## src/rtl/mem_port_arbiter_pkg.sv

```systemverilog
// Shared types and codes for the two-port memory arbiter.
// Request sizes, response codes and FSM state encodings.
package mem_port_arbiter_pkg;

  localparam int ADDR_W      = 32;
  localparam int WORD_W      = 32;
  localparam int MEM_COUNT_W = 3;
  localparam int MEM_CODE_W  = 3;

  localparam logic [MEM_COUNT_W-1:0] MEM_COUNT_NONE = 3'd0;
  localparam logic [MEM_COUNT_W-1:0] MEM_COUNT_BYTE = 3'd1;
  localparam logic [MEM_COUNT_W-1:0] MEM_COUNT_HALF = 3'd2;
  localparam logic [MEM_COUNT_W-1:0] MEM_COUNT_WORD = 3'd4;

  localparam logic [MEM_CODE_W-1:0] MEM_CODE_INVALID       = 3'd0;
  localparam logic [MEM_CODE_W-1:0] MEM_CODE_READ          = 3'd1;
  localparam logic [MEM_CODE_W-1:0] MEM_CODE_WRITE         = 3'd2;
  localparam logic [MEM_CODE_W-1:0] MEM_CODE_MISALIGNED    = 3'd3;
  localparam logic [MEM_CODE_W-1:0] MEM_CODE_OUT_OF_BOUNDS = 3'd4;

  typedef enum logic [1:0] {
    ST_IDLE,
    ST_ISSUE,
    ST_WAIT,
    ST_RESP
  } arb_state_e;

  typedef struct packed {
    logic [ADDR_W-1:0]      addr;
    logic [WORD_W-1:0]      wr_data;
    logic                   wr_en;
    logic [MEM_COUNT_W-1:0] count;
  } mem_req_t;

endpackage

```

## src/rtl/mem_arb_grant.sv

```systemverilog
// Winner select between the two pending ports.
// MEM_ARB_RR_EN: round-robin on rr_ptr (1 = prefer B), else B wins.
module mem_arb_grant (
`ifdef MEM_ARB_RR_EN
  input  logic       rr_ptr,
`endif
  input  logic       pending_a,
  input  logic       pending_b,
  output logic [1:0] grant
);

  always_comb begin
    grant = 2'b00;
`ifdef MEM_ARB_RR_EN
    if (pending_a && pending_b) begin
      grant = rr_ptr ? 2'b10 : 2'b01;
    end else begin
      grant = {pending_b, pending_a};
    end
`else
    if (pending_b) begin
      grant = 2'b10;
    end else if (pending_a) begin
      grant = 2'b01;
    end
`endif
  end

endmodule

```

## src/rtl/mem_port_arbiter.sv

```systemverilog
// Two-port arbiter sharing one memory-mapped device.
// Define MEM_ARB_RR_EN for round-robin, otherwise B has fixed priority.
module mem_port_arbiter
  import mem_port_arbiter_pkg::*;
#(
  parameter int DEV_LATENCY = 1
) (
  input  logic                   clk,
  input  logic                   reset,
  input  logic [ADDR_W-1:0]      i_a_req_addr,
  input  logic [WORD_W-1:0]      i_a_req_wr_data,
  input  logic                   i_a_req_wr_en,
  input  logic [MEM_COUNT_W-1:0] i_a_req_count,
  output logic [WORD_W-1:0]      o_a_res_rd_data,
  output logic [MEM_CODE_W-1:0]  o_a_res_code,
  output logic                   o_a_res_valid,
  input  logic [ADDR_W-1:0]      i_b_req_addr,
  input  logic [WORD_W-1:0]      i_b_req_wr_data,
  input  logic                   i_b_req_wr_en,
  input  logic [MEM_COUNT_W-1:0] i_b_req_count,
  output logic [WORD_W-1:0]      o_b_res_rd_data,
  output logic [MEM_CODE_W-1:0]  o_b_res_code,
  output logic                   o_b_res_valid,
  output logic [ADDR_W-1:0]      o_dev_req_addr,
  output logic [WORD_W-1:0]      o_dev_req_wr_data,
  output logic                   o_dev_req_wr_en,
  output logic [MEM_COUNT_W-1:0] o_dev_req_count,
  input  logic [WORD_W-1:0]      i_dev_res_rd_data,
  input  logic [MEM_CODE_W-1:0]  i_dev_res_code,
  output logic [1:0]             o_grant
);

  localparam int CNT_W = (DEV_LATENCY > 2) ? $clog2(DEV_LATENCY) : 1;

  arb_state_e             state_q, state_d;
  logic [CNT_W-1:0]       cnt_q, cnt_d;
  logic [1:0]             grant_q, grant_d;
  mem_req_t               dreq_q, dreq_d;
  logic [WORD_W-1:0]      a_rd_q, a_rd_d, b_rd_q, b_rd_d;
  logic [MEM_CODE_W-1:0]  a_code_q, a_code_d, b_code_q, b_code_d;
  logic                   a_vld_q, a_vld_d, b_vld_q, b_vld_d;
  mem_req_t               a_req, b_req;
  logic                   pend_a, pend_b;
  logic [1:0]             win;
`ifdef MEM_ARB_RR_EN
  logic                   rr_ptr_q, rr_ptr_d;
`endif

  assign a_req = '{addr: i_a_req_addr, wr_data: i_a_req_wr_data,
                   wr_en: i_a_req_wr_en, count: i_a_req_count};
  assign b_req = '{addr: i_b_req_addr, wr_data: i_b_req_wr_data,
                   wr_en: i_b_req_wr_en, count: i_b_req_count};

  // A port whose response strobes this cycle still shows its old request
  assign pend_a = (i_a_req_count != MEM_COUNT_NONE) && !a_vld_q;
  assign pend_b = (i_b_req_count != MEM_COUNT_NONE) && !b_vld_q;

  mem_arb_grant u_grant (
`ifdef MEM_ARB_RR_EN
    .rr_ptr    (rr_ptr_q),
`endif
    .pending_a (pend_a),
    .pending_b (pend_b),
    .grant     (win)
  );

  always_comb begin
    state_d  = state_q;
    cnt_d    = cnt_q;
    grant_d  = grant_q;
    dreq_d   = dreq_q;
    a_rd_d   = a_rd_q;
    a_code_d = a_code_q;
    b_rd_d   = b_rd_q;
    b_code_d = b_code_q;
    a_vld_d  = 1'b0;
    b_vld_d  = 1'b0;
`ifdef MEM_ARB_RR_EN
    rr_ptr_d = rr_ptr_q;
`endif
    unique case (state_q)
      ST_IDLE: begin
        dreq_d.count = MEM_COUNT_NONE;
        if (|win) begin
          dreq_d  = win[1] ? b_req : a_req;
          grant_d = win;
          state_d = ST_ISSUE;
`ifdef MEM_ARB_RR_EN
          rr_ptr_d = win[0];
`endif
        end
      end
      ST_ISSUE: begin
        dreq_d.count = MEM_COUNT_NONE;
        cnt_d        = CNT_W'(DEV_LATENCY - 1);
        state_d      = (DEV_LATENCY == 1) ? ST_RESP : ST_WAIT;
      end
      ST_WAIT: begin
        cnt_d = cnt_q - CNT_W'(1);
        if (cnt_q == CNT_W'(1)) begin
          state_d = ST_RESP;
        end
      end
      ST_RESP: begin
        if (grant_q[0]) begin
          a_rd_d   = i_dev_res_rd_data;
          a_code_d = i_dev_res_code;
          a_vld_d  = 1'b1;
        end else begin
          b_rd_d   = i_dev_res_rd_data;
          b_code_d = i_dev_res_code;
          b_vld_d  = 1'b1;
        end
        grant_d = 2'b00;
        state_d = ST_IDLE;
      end
      default: state_d = ST_IDLE;
    endcase
  end

  always_ff @(posedge clk) begin
    if (reset) begin
      state_q  <= ST_IDLE;
      cnt_q    <= '0;
      grant_q  <= 2'b00;
      dreq_q   <= '{addr: '0, wr_data: '0, wr_en: 1'b0,
                    count: MEM_COUNT_NONE};
      a_rd_q   <= '0;
      a_code_q <= MEM_CODE_INVALID;
      a_vld_q  <= 1'b0;
      b_rd_q   <= '0;
      b_code_q <= MEM_CODE_INVALID;
      b_vld_q  <= 1'b0;
`ifdef MEM_ARB_RR_EN
      rr_ptr_q <= 1'b0;
`endif
    end else begin
      state_q  <= state_d;
      cnt_q    <= cnt_d;
      grant_q  <= grant_d;
      dreq_q   <= dreq_d;
      a_rd_q   <= a_rd_d;
      a_code_q <= a_code_d;
      a_vld_q  <= a_vld_d;
      b_rd_q   <= b_rd_d;
      b_code_q <= b_code_d;
      b_vld_q  <= b_vld_d;
`ifdef MEM_ARB_RR_EN
      rr_ptr_q <= rr_ptr_d;
`endif
    end
  end

  assign o_a_res_rd_data   = a_rd_q;
  assign o_a_res_code      = a_code_q;
  assign o_a_res_valid     = a_vld_q;
  assign o_b_res_rd_data   = b_rd_q;
  assign o_b_res_code      = b_code_q;
  assign o_b_res_valid     = b_vld_q;
  assign o_dev_req_addr    = dreq_q.addr;
  assign o_dev_req_wr_data = dreq_q.wr_data;
  assign o_dev_req_wr_en   = dreq_q.wr_en;
  assign o_dev_req_count   = dreq_q.count;
  assign o_grant           = grant_q;

endmodule
```

## config.mk

```make
export PLATFORM = sky130hd
export DESIGN_NAME = mem_port_arbiter
export DESIGN_NICKNAME = d
export VERILOG_FILES = /design/src/rtl/mem_port_arbiter_pkg.sv /design/src/rtl/mem_arb_grant.sv /design/src/rtl/mem_port_arbiter.sv
export SDC_FILE = /design/constraint.sdc
export NUM_CORES = 1
export LEC_CHECK = 0
export CAP_MARGIN = 10
export CORE_ASPECT_RATIO = 0.9
export CORE_UTILIZATION = 43
export CTS_CLUSTER_DIAMETER = 60
export DETAILED_ROUTE_END_ITERATION = 10
export PLACE_DENSITY = 0.86
export SLEW_MARGIN = 30
export SYNTH_ARGS = -nofsm -noshare
export SYNTH_HDL_FRONTEND = slang
export SYNTH_HIERARCHICAL = 1
export SYNTH_SLANG_ARGS = --single-unit
export TNS_END_PERCENT = 5
```

## constraint.sdc

```tcl
create_clock -name clk -period 4.3 [get_ports clk]
set_input_delay 0.86 -clock clk [delete_from_list [all_inputs] [get_ports clk]]
set_output_delay 0.86 -clock clk [all_outputs]
set_load 0.02 [all_outputs]
```

---- Word level (Yosys, flattened, before mapping) ----
Index checks and enable logic that the tools add are counted.
storage, ports and cells
  register bits ........................... 145
  bits of input ports ..................... 173
  output and inout port bits .............. 142
  logic and storage cells ................. 51
cells by class
  $add $sub $neg .......................... 1
  eq/ne operators ......................... 5
  mux-type cells .......................... 13
  bitwise operators ....................... 2
  reductions and logical operators ........ 17
operator list
  kind                   number
  $mux W68               1
  $reduce_and A2 Y1      5
  $mux W2                4
  $pmux W2 S4            1
  $pmux W3 S2            1
  $reduce_bool A2 Y1     3
  $reduce_bool A3 Y1     2
  $eq A2 B2 Y1 const B   2
  $ne A2 B2 Y1 const B   2
  $pmux W2 S2            1
  $reduce_or A2 Y1       2
  $mux W1                3
  $mux W3                1
  $eq A2 B1 Y1 const B   1
  $logic_and A1 B1 Y1    2
  $logic_not A1 Y1       2
  $logic_not A2 Y1       1
  $not A1 Y1             2
  $pmux W1 S2            1
  $sub A1 B1 Y1 const B  1

---- Longest topological paths before layout ----
  word-level depth ........................ 7
  depth in mapped cells ................... 9
  depth with buffers taken out ............ 6

---- Hierarchy ----
Netlist, hierarchy kept.
by module, submodules not included
  module            instances  cells an instance  area an instance (sq um)  sequential area each (sq um)
  mem_port_arbiter  1          657                6142.1                    2902.8
  mem_arb_grant     1          2                  21.3                      0.0

---- Least setup slack after synthesis ----
OpenSTA, ideal clock, no wires.
  kind .................................... input to register
  start point ............................. input port i_b_req_count[0]
  end point ............................... register dreq_q (netlist bit o_dev_req_wr_data[10])
  library setup time ...................... 146 ps
  data arrival time ....................... 2060 ps
  data required time ...................... 4154 ps
  path slack .............................. 2094 ps
  cell stages on the path ................. 9
  buffers on the path ..................... 4
  cells stage by stage .................... nor3_1 nor2_1 buf_4 buf_4 o21a_4 buf_6 buf_4 nor2_1 a211oi_2
between the ends
  longest elaborated chain between the ends .. 5
  elaborated cells on any way between the ends .. 6
  classes of those cells .................. mux: 2; reduce/logical: 4
RTL lines
  what                         line                     RTL
  start: declaration           mem_port_arbiter.sv:20   input logic [MEM_COUNT_W-1:0] i_b_req_count,
  $reduce_bool A3 Y1 (*)       mem_port_arbiter.sv:56   assign pend_b = (i_b_req_count != MEM_COUNT_NONE) && !b_vld_q;
  $logic_and A1 B1 Y1 (*)      mem_port_arbiter.sv:56
  named net pend_b             mem_port_arbiter.sv:43   logic pend_a, pend_b;
  $mux W2 (*)                  mem_arb_grant.sv:21      if (pending_b) begin
  named net win[1]             mem_port_arbiter.sv:44   logic [1:0] win;
  $reduce_or A2 Y1             mem_port_arbiter.sv:84   if (|win) begin
  $reduce_and A2 Y1 (no line)  -
  end signal: assignment       mem_port_arbiter.sv:126  dreq_q <= '{addr: '0, wr_data: '0, wr_en: 1'b0,
  end signal: assignment       mem_port_arbiter.sv:141  dreq_q <= dreq_d;
  end: declaration             mem_port_arbiter.sv:38   mem_req_t dreq_q, dreq_d;
The timed path passes the listed nets; every way through them passes the cells marked *.
A chain may end at the register's enable or synchronous reset.

---- Worst setup path after layout ----
  start point ............................. input port i_b_req_count[0]
  end point ............................... register dreq_q (netlist bit o_dev_req_wr_data[25])
between the ends
  longest elaborated chain between the ends .. 5
  elaborated cells on any way between the ends .. 6
  classes of those cells .................. mux: 2; reduce/logical: 4
RTL lines
  what                         line
  $reduce_bool A3 Y1 (*)       mem_port_arbiter.sv:56
  $logic_and A1 B1 Y1 (*)      mem_port_arbiter.sv:56
  named net pend_b             mem_port_arbiter.sv:43
  $mux W2 (*)                  mem_arb_grant.sv:21
  $reduce_or A2 Y1             mem_port_arbiter.sv:84
  $reduce_and A2 Y1 (no line)  -
Marked as above.

==> results.md <==
- Outcome: finished, final reports clean
- Htree depth: 4
- Routed length per instance: 17.2 microns
- Die height: 116 microns
- Total die area: 14800 sq um
- Final hold vios: 0
- Finished Core Util: 71.0%
- Post-CTS setup buffer count: 0
- Largest net degree at the start of global routing: 100
- Sw frac: 35.5%
- CP arrival: 3050 ps
- Synth warn: 6
- Overall routed net length: 19800 microns
- Later-pin clock latency in the skew report: 420 ps
- DR vias: 5704
- Gpl congestion: 0.771
- Synth top area cells: dfxtp_1 47%, a211oi_2 12%, mux2i_1 11%
- Final net count: 1127
- Async S/R FF share, synth: 0%
- Tcrit/Tclk final: 63.2%
- Worst setup path start: i_b_req_count[0]
- Mapped cell area: 6160 sq um
- N_diodes: 0
- Top_reg_cell synth: dfxtp_1
- CTS tree: done
- Vias in the first global route: 5486
- Hold EP: o_a_res_rd_data[30]
- FP Rows: 41
- Crit path time final: 2720 ps
- Num ports: 315
- Critical Path RT: 4630 ps
- Clock Sinks: 145
- Internal power: 0.00361 W
- Hold Path Class: reg2reg
- Number of synthesized flops with an enable pin: 0
- Hold path start: o_a_res_rd_data[30]
- Pwr/cell area: 563 nW/um^2
- RR Startpoint: state_q[0]
- Layout fillers: 1031
- Post-route clock skew: 8.73 ps
- Sequential share of power: 32.2%
- Crit-path cells: clkdlybuf4s50_1, nor3_1, nor2_4, o21a_4, buf_12, nor2_1, a211oi_2
- Register-to-Register Path Depth: 5
- Final setup violation count: 0
- Area Overhead vs Synth: 61.3%
- CP max stage cell: nor2_4
- Setup TNS: 0 ps
- Total power: 0.00560 W
- Root Driver: clkbuf_16
- Seq/Total Area, Yosys: 47.1%
- Worst-Margin Slew: 758 ps
- First-pass GRT wire length: 28900 microns
- LEAKAGE: 3.87 nW
- GRT overflow: 0
- DRT antenna net count: 0
- Startpoint types: input pin
- DP Area: 9340 sq um
- Core area: 14000 sq um
- Clk pin slew, worst setup/hold paths: 60 ps
- Capturing point of the worst reg2reg path: o_b_res_rd_data[13]
- Combinational share of power: 41.6%
- I/O Buffers: 314
- Cts bufs inserted: 17
- Slew Limit Fails: 0
- DRT Pass-1 Iters: 5
- RSZ-0062 raised after global routing: no
- Dpl hpwl: 14200 microns
- Psw: 0.00199 W
- Worst-case clock buffer depth: 2
- Cell taking the most area after synthesis: dfxtp_1
- Initial DRC Count: 252
- Crit. End Element: flop
- Hold_buf cts: 0
- Largest stage delay, worst path: 560 ps
- Relative slew slack: 49.2%
- Flip-flop and latch count after synthesis: 145
- Register-to-register path setup slack: 2270 ps
- Vias per inst: 4.96
- Gates resized, CTS repair: 0
- Chip Width: 128 microns
- VDD IR max: 402 uV
- Hold path depth: 2
- WS Path Type: in2reg
- Initial Util: 44.0%
- Yosys cell types: 26
- Initial antenna violation count: 0
- Max_cap viols: 0
- Final Cell Area: 9940 sq um
- Synth top area share: 47.1%
- DRC viols: 0
- Post-Syn Instances: 659
- Fmax: 368 MHz
- Synthesized area per cell: 9.35 sq um
- Crit path max fanout: 84
- Net Count, Synth: 839
- Total track usage: 25.7%
- Share of total power in the clock network: 26.2%
- Share of layout cells above drive strength 1: 11.0%
==> critical path, delay by kind of cell <==
kind / cells / cell delay [ps]
compound gates: 2 / 510
buf+inv: 2 / 870
simple gates: 3 / 780
==> cell families (layout without fill, tap and decap cells) <==
| family | count (synthesis) | in the layout | share of synthesized area [%] |
|---|---|---|---|
| and+or+nand+nor | 235 | 235 | 15.0 |
| muxes | 70 | 70 | 11.4 |
| adders and majority gates | 7 | 7 | 1.42 |
| AOI/OAI and AO/OA | 144 | 144 | 19.6 |
| buffers and inverters | 58 | 356 | 5.46 |
| DFF | 145 | 145 | 47.1 |
==> state kept, by name, indices dropped and copies added (netlist names) <==
register / cells
o_b_res_valid: 1
o_a_res_rd_data: 32
o_a_res_code: 3
state_q: 2
o_dev_req_count: 3
cnt_q: 1
o_b_res_code: 3
o_dev_req_wr_en: 1
o_b_res_rd_data: 32
o_dev_req_wr_data: 32
o_dev_req_addr: 32
o_a_res_valid: 1
o_grant: 2
==> area by class of cell <==
cell class | instances | area (sq um) | share of cell area, %
flip-flops and latches | 145 | 2900 | 29.2
repair buffers | 323 | 3270 | 32.9
clock inverters | 11 | 140 | 1.41
clock buffers | 18 | 439 | 4.42
well taps | 193 | 241 | 2.43
multi-input cells | 456 | 2930 | 29.5
inverters | 4 | 15.0 | 0.151
==> layer usage <==
layer	up-vias	share of wire, %	global-route usage, %
met2	218	48	44.7
met4	0	2.3	9.73
li1	2818	-	-
met1	2637	39	27.4
met3	31	11	11.5
met5	-	0	0
==> Yosys cell counts (3+ instances only) <==
| cell | n |
|---|---|
| dfxtp_1 | 145 |
| nand2_1 | 144 |
| nor2_1 | 76 |
| a21oi_1 | 73 |
| mux2i_1 | 68 |
| a211oi_2 | 60 |
| buf_2 | 23 |
| clkbuf_1 | 14 |
| buf_6 | 9 |
| ha_1 | 7 |
| buf_4 | 6 |
| nand2b_1 | 6 |
| a211oi_1 | 5 |
| inv_1 | 4 |
| nor3_1 | 3 |
==> worst max-delay path by stage <==
stage / to / cells after the start
after floorplan: o_dev_req_wr_data[10] / 9
after global placement: o_dev_req_count[0] / 6
after detailed placement: o_dev_req_count[0] / 6
after CTS: o_dev_req_wr_data[25] / 7
after global routing: o_dev_req_addr[2] / 7
final: o_dev_req_wr_data[25] / 7
==> power by group through the flow <==
stage,logic [W],registers (W),clock network [W]
floorplan,0.00110,0.00216,0
global placement,0.00228,0.00181,0
detailed placement,0.00232,0.00182,0
CTS,0.00234,0.00180,0.00149
global route,0.00248,0.00184,0.00155
finish,0.00233,0.00180,0.00147
==> stage by stage <==
stage | hold WS (ps) | instances | worst slack, ps
after CTS | 453 | 1149 | 1590
after global routing | 465 | 1150 | 1470
after detailed placement | 445 | 1120 | 1210
final | 450 | 1150 | 1580
after floorplan | 497 | 659 | 2090
after global placement | 440 | 1120 | 1250
==> layout by cell type, fill, tap and decap left out <==
cell type and count:
o21ai_1 2, clkbuf_8 1, nor2_4 1, clkinv_4 1
a211oi_2 60, o21a_4 1, inv_1 4, a211oi_1 5
nand2_1 144, a21oi_1 73, a2111oi_1 1, nor2_1 75
buf_4 5, clkinv_2 5, nor2b_2 1, buf_16 1
buf_6 1, clkbuf_16 17, nor2b_4 1, clkinvlp_4 1
or4_1 1, inv_6 1, mux2_2 2, o32ai_1 2
nand2b_1 6, and3b_1 1, buf_12 3, clkdlybuf4s50_1 313
mux2i_1 68, bufinv_16 3, nor2b_1 1, nor3_1 3
dfxtp_1 145, and2_1 1, ha_1 7
No activity file was read; power rests on OpenSTA's default activity.
